===== src/rtl/hazard_ctrl_if.sv =====
// Handshake bundle between the pipeline datapath and hazard_ctrl.
// The datapath side uses the master modport, the hazard unit the slave modport.
interface hazard_ctrl_if;
  logic        i_id_valid;
  logic [4:0]  i_id_rs1_addr;
  logic [4:0]  i_id_rs2_addr;
  logic        i_id_rs1_used;
  logic        i_id_rs2_used;
  logic        i_ex_valid;
  logic        i_ex_mem_read;
  logic [4:0]  i_ex_rd_addr;
  logic        i_ex_redirect;
  logic        i_ex_halt;
  logic        i_ex_trap;
  logic        i_mem_req;
  logic        i_mem_ack;
  logic        o_if_stall;
  logic        o_ifid_flush;
  logic        o_idex_stall_thru;
  logic        o_idex_stall_kill;
  logic        o_idex_flush;
  logic        o_exmem_stall;
  logic        o_halted;
  logic [31:0] o_stall_cycles;

  modport master (
    output i_id_valid, i_id_rs1_addr, i_id_rs2_addr, i_id_rs1_used, i_id_rs2_used,
    output i_ex_valid, i_ex_mem_read, i_ex_rd_addr, i_ex_redirect, i_ex_halt, i_ex_trap,
    output i_mem_req, i_mem_ack,
    input  o_if_stall, o_ifid_flush, o_idex_stall_thru, o_idex_stall_kill,
    input  o_idex_flush, o_exmem_stall, o_halted, o_stall_cycles
  );

  modport slave (
    input  i_id_valid, i_id_rs1_addr, i_id_rs2_addr, i_id_rs1_used, i_id_rs2_used,
    input  i_ex_valid, i_ex_mem_read, i_ex_rd_addr, i_ex_redirect, i_ex_halt, i_ex_trap,
    input  i_mem_req, i_mem_ack,
    output o_if_stall, o_ifid_flush, o_idex_stall_thru, o_idex_stall_kill,
    output o_idex_flush, o_exmem_stall, o_halted, o_stall_cycles
  );
endinterface


===== src/rtl/hazard_ctrl.sv =====
// Pipeline hazard/control unit: load-use bubbles, memory-wait holds, redirect flushes, halt drain.
// Define HAZARD_PERF_CNT_EN to build the stalled-front-end cycle counter on o_stall_cycles.
module hazard_ctrl #(
  parameter int DRAIN_CYCLES = 2
) (
  input  logic         i_clk,
  input  logic         i_rst_n,
  hazard_ctrl_if.slave bus
);

  localparam logic [1:0] ST_RUN      = 2'd0;
  localparam logic [1:0] ST_MEM_WAIT = 2'd1;
  localparam logic [1:0] ST_DRAIN    = 2'd2;
  localparam logic [1:0] ST_HALTED   = 2'd3;

  localparam logic [3:0] DRAIN_LOAD = 4'(DRAIN_CYCLES - 1);

  logic [1:0] state_reg, state_next;
  logic [3:0] drain_cnt_reg, drain_cnt_next;

  logic load_use, mem_busy, ex_stop, ex_redir;
  logic if_stall, ifid_flush, idex_stall_thru, idex_stall_kill, idex_flush, exmem_stall;

  always_comb begin
    load_use = bus.i_id_valid & bus.i_ex_valid & bus.i_ex_mem_read &
               (bus.i_ex_rd_addr != 5'd0) &
               ((bus.i_id_rs1_used & (bus.i_id_rs1_addr == bus.i_ex_rd_addr)) |
                (bus.i_id_rs2_used & (bus.i_id_rs2_addr == bus.i_ex_rd_addr)));
    mem_busy = bus.i_mem_req & ~bus.i_mem_ack;
    ex_stop  = bus.i_ex_valid & (bus.i_ex_halt | bus.i_ex_trap);
    ex_redir = bus.i_ex_valid & bus.i_ex_redirect;
  end

  always_comb begin
    state_next      = state_reg;
    drain_cnt_next  = drain_cnt_reg;
    if_stall        = 1'b0;
    ifid_flush      = 1'b0;
    idex_stall_thru = 1'b0;
    idex_stall_kill = 1'b0;
    idex_flush      = 1'b0;
    exmem_stall     = 1'b0;
    case (state_reg)
      ST_RUN: begin
        if (mem_busy) begin
          if_stall        = 1'b1;
          idex_stall_thru = 1'b1;
          exmem_stall     = 1'b1;
          state_next      = ST_MEM_WAIT;
        end else if (ex_stop) begin
          if_stall       = 1'b1;
          ifid_flush     = 1'b1;
          idex_flush     = 1'b1;
          drain_cnt_next = DRAIN_LOAD;
          state_next     = ST_DRAIN;
        end else if (ex_redir) begin
          ifid_flush = 1'b1;
          idex_flush = 1'b1;
        end else if (load_use) begin
          if_stall        = 1'b1;
          idex_stall_kill = 1'b1;
        end
      end
      // Hazards seen while waiting are re-presented by the held EX instruction once back in RUN.
      ST_MEM_WAIT: begin
        if (!bus.i_mem_ack) begin
          if_stall        = 1'b1;
          idex_stall_thru = 1'b1;
          exmem_stall     = 1'b1;
        end else begin
          state_next = ST_RUN;
        end
      end
      ST_DRAIN: begin
        if_stall   = 1'b1;
        ifid_flush = 1'b1;
        idex_flush = 1'b1;
        if (drain_cnt_reg == 4'd0) begin
          state_next = ST_HALTED;
        end else begin
          drain_cnt_next = drain_cnt_reg - 4'd1;
        end
      end
      default: begin
        if_stall   = 1'b1;
        ifid_flush = 1'b1;
        idex_flush = 1'b1;
      end
    endcase
  end

  always_ff @(posedge i_clk or negedge i_rst_n) begin
    if (!i_rst_n) begin
      state_reg     <= ST_RUN;
      drain_cnt_reg <= 4'd0;
    end else begin
      state_reg     <= state_next;
      drain_cnt_reg <= drain_cnt_next;
    end
  end

  // Mealy outputs would otherwise follow the inputs while reset is held.
  assign bus.o_if_stall        = i_rst_n & if_stall;
  assign bus.o_ifid_flush      = i_rst_n & ifid_flush;
  assign bus.o_idex_stall_thru = i_rst_n & idex_stall_thru;
  assign bus.o_idex_stall_kill = i_rst_n & idex_stall_kill;
  assign bus.o_idex_flush      = i_rst_n & idex_flush;
  assign bus.o_exmem_stall     = i_rst_n & exmem_stall;
  assign bus.o_halted          = (state_reg == ST_HALTED);

`ifdef HAZARD_PERF_CNT_EN
  logic [31:0] stall_cnt_reg;

  always_ff @(posedge i_clk or negedge i_rst_n) begin
    if (!i_rst_n) begin
      stall_cnt_reg <= 32'd0;
    end else if (if_stall && ((state_reg == ST_RUN) || (state_reg == ST_MEM_WAIT))) begin
      stall_cnt_reg <= stall_cnt_reg + 32'd1;
    end
  end

  assign bus.o_stall_cycles = stall_cnt_reg;
`else
  assign bus.o_stall_cycles = 32'h0;
`endif

endmodule


===== src/flat_wrapper.sv =====
// flat-port wrapper written by rule: the top's interface ports become plain ports
module hazard_ctrl_flat 
#(
  parameter int DRAIN_CYCLES = 2
)
  (i_clk, i_rst_n, bus_i_id_valid, bus_i_id_rs1_addr, bus_i_id_rs2_addr, bus_i_id_rs1_used, bus_i_id_rs2_used, bus_i_ex_valid, bus_i_ex_mem_read, bus_i_ex_rd_addr, bus_i_ex_redirect, bus_i_ex_halt, bus_i_ex_trap, bus_i_mem_req, bus_i_mem_ack, bus_o_if_stall, bus_o_ifid_flush, bus_o_idex_stall_thru, bus_o_idex_stall_kill, bus_o_idex_flush, bus_o_exmem_stall, bus_o_halted, bus_o_stall_cycles);
  hazard_ctrl_if bus_i ();
  input  logic i_clk;
  input  logic i_rst_n;
  input wire logic [$bits(bus_i.i_id_valid)-1:0] bus_i_id_valid;
  input wire logic [$bits(bus_i.i_id_rs1_addr)-1:0] bus_i_id_rs1_addr;
  input wire logic [$bits(bus_i.i_id_rs2_addr)-1:0] bus_i_id_rs2_addr;
  input wire logic [$bits(bus_i.i_id_rs1_used)-1:0] bus_i_id_rs1_used;
  input wire logic [$bits(bus_i.i_id_rs2_used)-1:0] bus_i_id_rs2_used;
  input wire logic [$bits(bus_i.i_ex_valid)-1:0] bus_i_ex_valid;
  input wire logic [$bits(bus_i.i_ex_mem_read)-1:0] bus_i_ex_mem_read;
  input wire logic [$bits(bus_i.i_ex_rd_addr)-1:0] bus_i_ex_rd_addr;
  input wire logic [$bits(bus_i.i_ex_redirect)-1:0] bus_i_ex_redirect;
  input wire logic [$bits(bus_i.i_ex_halt)-1:0] bus_i_ex_halt;
  input wire logic [$bits(bus_i.i_ex_trap)-1:0] bus_i_ex_trap;
  input wire logic [$bits(bus_i.i_mem_req)-1:0] bus_i_mem_req;
  input wire logic [$bits(bus_i.i_mem_ack)-1:0] bus_i_mem_ack;
  output wire logic [$bits(bus_i.o_if_stall)-1:0] bus_o_if_stall;
  output wire logic [$bits(bus_i.o_ifid_flush)-1:0] bus_o_ifid_flush;
  output wire logic [$bits(bus_i.o_idex_stall_thru)-1:0] bus_o_idex_stall_thru;
  output wire logic [$bits(bus_i.o_idex_stall_kill)-1:0] bus_o_idex_stall_kill;
  output wire logic [$bits(bus_i.o_idex_flush)-1:0] bus_o_idex_flush;
  output wire logic [$bits(bus_i.o_exmem_stall)-1:0] bus_o_exmem_stall;
  output wire logic [$bits(bus_i.o_halted)-1:0] bus_o_halted;
  output wire logic [$bits(bus_i.o_stall_cycles)-1:0] bus_o_stall_cycles;
  assign bus_i.i_id_valid = bus_i_id_valid;
  assign bus_i.i_id_rs1_addr = bus_i_id_rs1_addr;
  assign bus_i.i_id_rs2_addr = bus_i_id_rs2_addr;
  assign bus_i.i_id_rs1_used = bus_i_id_rs1_used;
  assign bus_i.i_id_rs2_used = bus_i_id_rs2_used;
  assign bus_i.i_ex_valid = bus_i_ex_valid;
  assign bus_i.i_ex_mem_read = bus_i_ex_mem_read;
  assign bus_i.i_ex_rd_addr = bus_i_ex_rd_addr;
  assign bus_i.i_ex_redirect = bus_i_ex_redirect;
  assign bus_i.i_ex_halt = bus_i_ex_halt;
  assign bus_i.i_ex_trap = bus_i_ex_trap;
  assign bus_i.i_mem_req = bus_i_mem_req;
  assign bus_i.i_mem_ack = bus_i_mem_ack;
  assign bus_o_if_stall = bus_i.o_if_stall;
  assign bus_o_ifid_flush = bus_i.o_ifid_flush;
  assign bus_o_idex_stall_thru = bus_i.o_idex_stall_thru;
  assign bus_o_idex_stall_kill = bus_i.o_idex_stall_kill;
  assign bus_o_idex_flush = bus_i.o_idex_flush;
  assign bus_o_exmem_stall = bus_i.o_exmem_stall;
  assign bus_o_halted = bus_i.o_halted;
  assign bus_o_stall_cycles = bus_i.o_stall_cycles;
  hazard_ctrl #(.DRAIN_CYCLES(DRAIN_CYCLES)) u_core (.i_clk(i_clk), .i_rst_n(i_rst_n), .bus(bus_i));
endmodule

===== config.mk =====
export PLATFORM = sky130hd
export DESIGN_NAME = hazard_ctrl_flat
export DESIGN_NICKNAME = d
export VERILOG_FILES = /design/src/rtl/hazard_ctrl_if.sv /design/src/rtl/hazard_ctrl.sv /design/src/flat_wrapper.sv
export SDC_FILE = /design/constraint.sdc
export NUM_CORES = 1
export LEC_CHECK = 0
export ABC_AREA = 1
export CORE_MARGIN = 2
export CORE_UTILIZATION = 39
export CTS_CLUSTER_DIAMETER = 30
export DETAILED_ROUTE_END_ITERATION = 16
export GPL_TIMING_DRIVEN = 0
export PLACE_DENSITY = 0.91
export SLEW_MARGIN = 0
export SYNTH_ARGS = -nofsm -noshare
export SYNTH_HDL_FRONTEND = slang
export SYNTH_SLANG_ARGS = --single-unit

===== constraint.sdc =====
create_clock -name i_clk -period 5 [get_ports i_clk]
set_input_delay 1.25 -clock i_clk [delete_from_list [all_inputs] [get_ports i_clk]]
set_output_delay 1.25 -clock i_clk [all_outputs]
set_load 0.01 [all_outputs]

==> flow_summary.ini, run 1 <==
[synth]
syn_area_mm2 = 0.00102
post-synth-top-area-cell = buf_4
synth_compound_area_share_pct = 10.5
synth.area.top_cells = buf_4 (25%), dfrtp_1 (15%), nand2_1 (14%), inv_1 (7.7%), ha_1 (7.4%)
postSynthAreaPerCell_um2 = 6.23
ys_seq_elements = 6
yosysUniqueCellTypes = 23
synth_top_area_share_pct = 25.0
synthArstFlopShare_pct = 100
synth.cells.most_frequent = nand2_1 (39), buf_4 (34), inv_1 (21)
synth-edff-count = 0
synthAdderAreaFrac_pct = 7.35
synth_top_family_by_area = buffers and inverters
synth_mux_area_share_pct = 0
synth_xor_area_share_pct = 1.72
postSynthCellCount = 164
synthSimpleGateAreaFrac_pct = 28.6
synth.most_common_cell = nand2_1
synth_warnings = 0
ys.flop_type = dfrtp_1
seq_area_frac_synth_pct = 14.7

[clock_tree]
cts-htree-levels = 1
cts_hold_buffers = 0
cts_made_buffers = 3
post_cts_buffers = 0
tritoncts = done
cts-root-buf = clkbuf_4
cts_sinks = 6
clk_pin_slew_worst_paths_ns = 0.04
clk_latency_ns = 0.24
cts_buffer_depth = 2
postCtsResizedCells = 0

[sta]
skew_ns = 0.00504
final_hold_viol_count = 0
finalSetupViolations = 0
finalSetupTns_ns = 0
grt_setup_unrepaired = false
setup_ws_ns = 0.670
period_needed_ns = 4.33
report.final.slew_viol_count = 0
post-route-period-util_pct = 86.6
fmax_ghz = 0.231

[final_layout]
layout.nets = 266
drive_gt1_share_pct = 24.7
fin_area_mm2 = 0.00153
ff_latch_area_um2 = 150
diodes = 0
n_fill_cell = 254
syn_to_final_growth_pct = 49.6
largest_reg_flops = 4
multiInputGateArea_um2 = 612
stdcell_count = 261

[worst_setup_path]
crit_type = input pin to output port
crit_path_top_delay_cell = clkdlybuf4s50_1
crit_family = buffers and inverters
worstPathArrival_ns = 3.08
cpMostUsedCell = nand2_1
cp_max_fo = 4
crit_required_ns = 3.75
max_stage_delay_ns = 0.55
start_kind = input pin
critPathCaptureType = output port
critPathBufInv = 3
path_cells = clkdlybuf4s50_1, inv_2, nand2_1, nand2_1, nor2_1, nand3_1, nand2_1, nand2_1, nand2_1, nand2_1, a21oi_2, clkdlybuf4s50_1

[global_route]
grt_use_total_pct = 14.5
first_global_vias = 844
grt_pass1_wl_um = 3210
grt_antenna_before_repair = 0
grt_max_degree = 10
overflow = 0

[route]
wl_um = 2160
first_pass_iters = 4
avgViaCountPerCell = 3.97
num_vias = 1037
drt_iter0_drc = 12
drc = 0
drt.antenna.violating_nets = 0
avgRoutedWirePerCell_um = 8.26

[die]
coreArea_mm2 = 0.00248
die_area_mm2 = 0.00304
fp.dieH_um = 55.2
fp.dieW_um = 55.2
start_util_pct = 41.2
num_rows = 18
pin_count = 66

[hold_path]
hold_path.class = flip-flop to flip-flop

[power]
ir_drop_mv = 0.139
total_power_uw = 177
power.density_mw_per_mm2 = 116
power.share.clock_pct = 24.6
switching_share_pct = 30.4
pwr-share-comb_pct = 46.0
p_sw_uw = 53.8
seq_power_share_pct = 29.4
p_leak_nw = 0.879
p_int_uw = 123

[placed_design]
place_inst = 258
detailedPlace.worstSlack_ns = 0.665
port_buffers = 33
placed_area_mm2 = 0.00151
routabilityCongestion = 0.809
dp_hpwl_um = 1910

[status]
status = finished, final reports clean

[flow_run]
maxCapViolations = 0
## cells by family after synthesis
kind of cell | after synthesis
other | 1
AND/OR/NAND/NOR | 68
adder cells (fa/ha/maj) | 6
XOR/XNOR | 2
buffers and inverters | 66
flip-flops | 6
AO/OA/AOI/OAI | 15
## metal layers
layer	routed length, um	share of wire (%)	track usage (%)	up-vias
li1	-	-	-	566
met1	809	38	13.1	429
met2	1140	53	31.2	40
met3	193	9.0	4.03	2
met4	14	0.65	2.44	0
met5	0	0	0	-
## tightest hold or removal path: stages, from the launching register on
cell     delay, ns
dfrtp_1       0.31
inv_1         0.08
o32ai_1       0.12
## metrics by stage
step                      util, %  hold WS, ns
final                        61.7        0.568
after global routing         61.7        0.587
after CTS                    61.7        0.570
after detailed placement     60.8        0.553
after global placement       60.8        0.543
after floorplan                 -        0.515
## power groups by stage
stage | Sequential (mW) | Clock [mW] | Combinational, mW
floorplan | 0.0526 | 0 | 0.0503
global placement | 0.0527 | 0 | 0.0791
detailed placement | 0.0528 | 0 | 0.0802
CTS | 0.0521 | 0.0455 | 0.0806
global route | 0.0521 | 0.0496 | 0.0911
finish | 0.0520 | 0.0436 | 0.0815
## cell usage in the layout (no fill, tap or decap), drive strengths merged, types with 2 or more instances in the layout
cell type and instances:
nand2 40, buf 34, clkdlybuf4s50 33, conb 32, inv 32, nor2 19, o21ai 7, ha 6
dfrtp 6, nand3 6, a21oi 5, clkbuf 3, nand4 2, xor2 2
## worst paths after layout
path | slack, ns | from | depth (start not counted) | end
setup reg to reg | 3.51 | u_core.state_reg[1] | 9 | u_core.drain_cnt_reg[0]
hold reg to reg | 0.57 | u_core.drain_cnt_reg[1] | 2 | u_core.drain_cnt_reg[1]
max in group asynchronous | 3.43 | i_rst_n | 1 | u_core.state_reg[0]
setup / recovery | 0.67 | bus_i_ex_rd_addr[1] | 12 | bus_o_if_stall
min in group asynchronous | 1.29 | i_rst_n | 1 | u_core.drain_cnt_reg[0]
hold / removal | 0.57 | u_core.drain_cnt_reg[1] | 2 | u_core.drain_cnt_reg[1]
## layout make-up
| cell class | instances | area share [%] |
|---|---|---|
| multi-input cells | 123 | 40.0 |
| repair buffers | 33 | 21.6 |
| plain buffers | 34 | 16.7 |
| flip-flops and latches | 6 | 9.83 |
| inverters | 32 | 7.86 |
| well taps | 30 | 2.46 |
| clock buffers | 3 | 1.47 |
Power figures use the tool's default switching activity.
==> run 2: changes to the inputs <==
CAP_MARGIN = 40   (was not set)
==> results of run 2 <==
Final layout, timing and power as in run 1 (identical DEF).
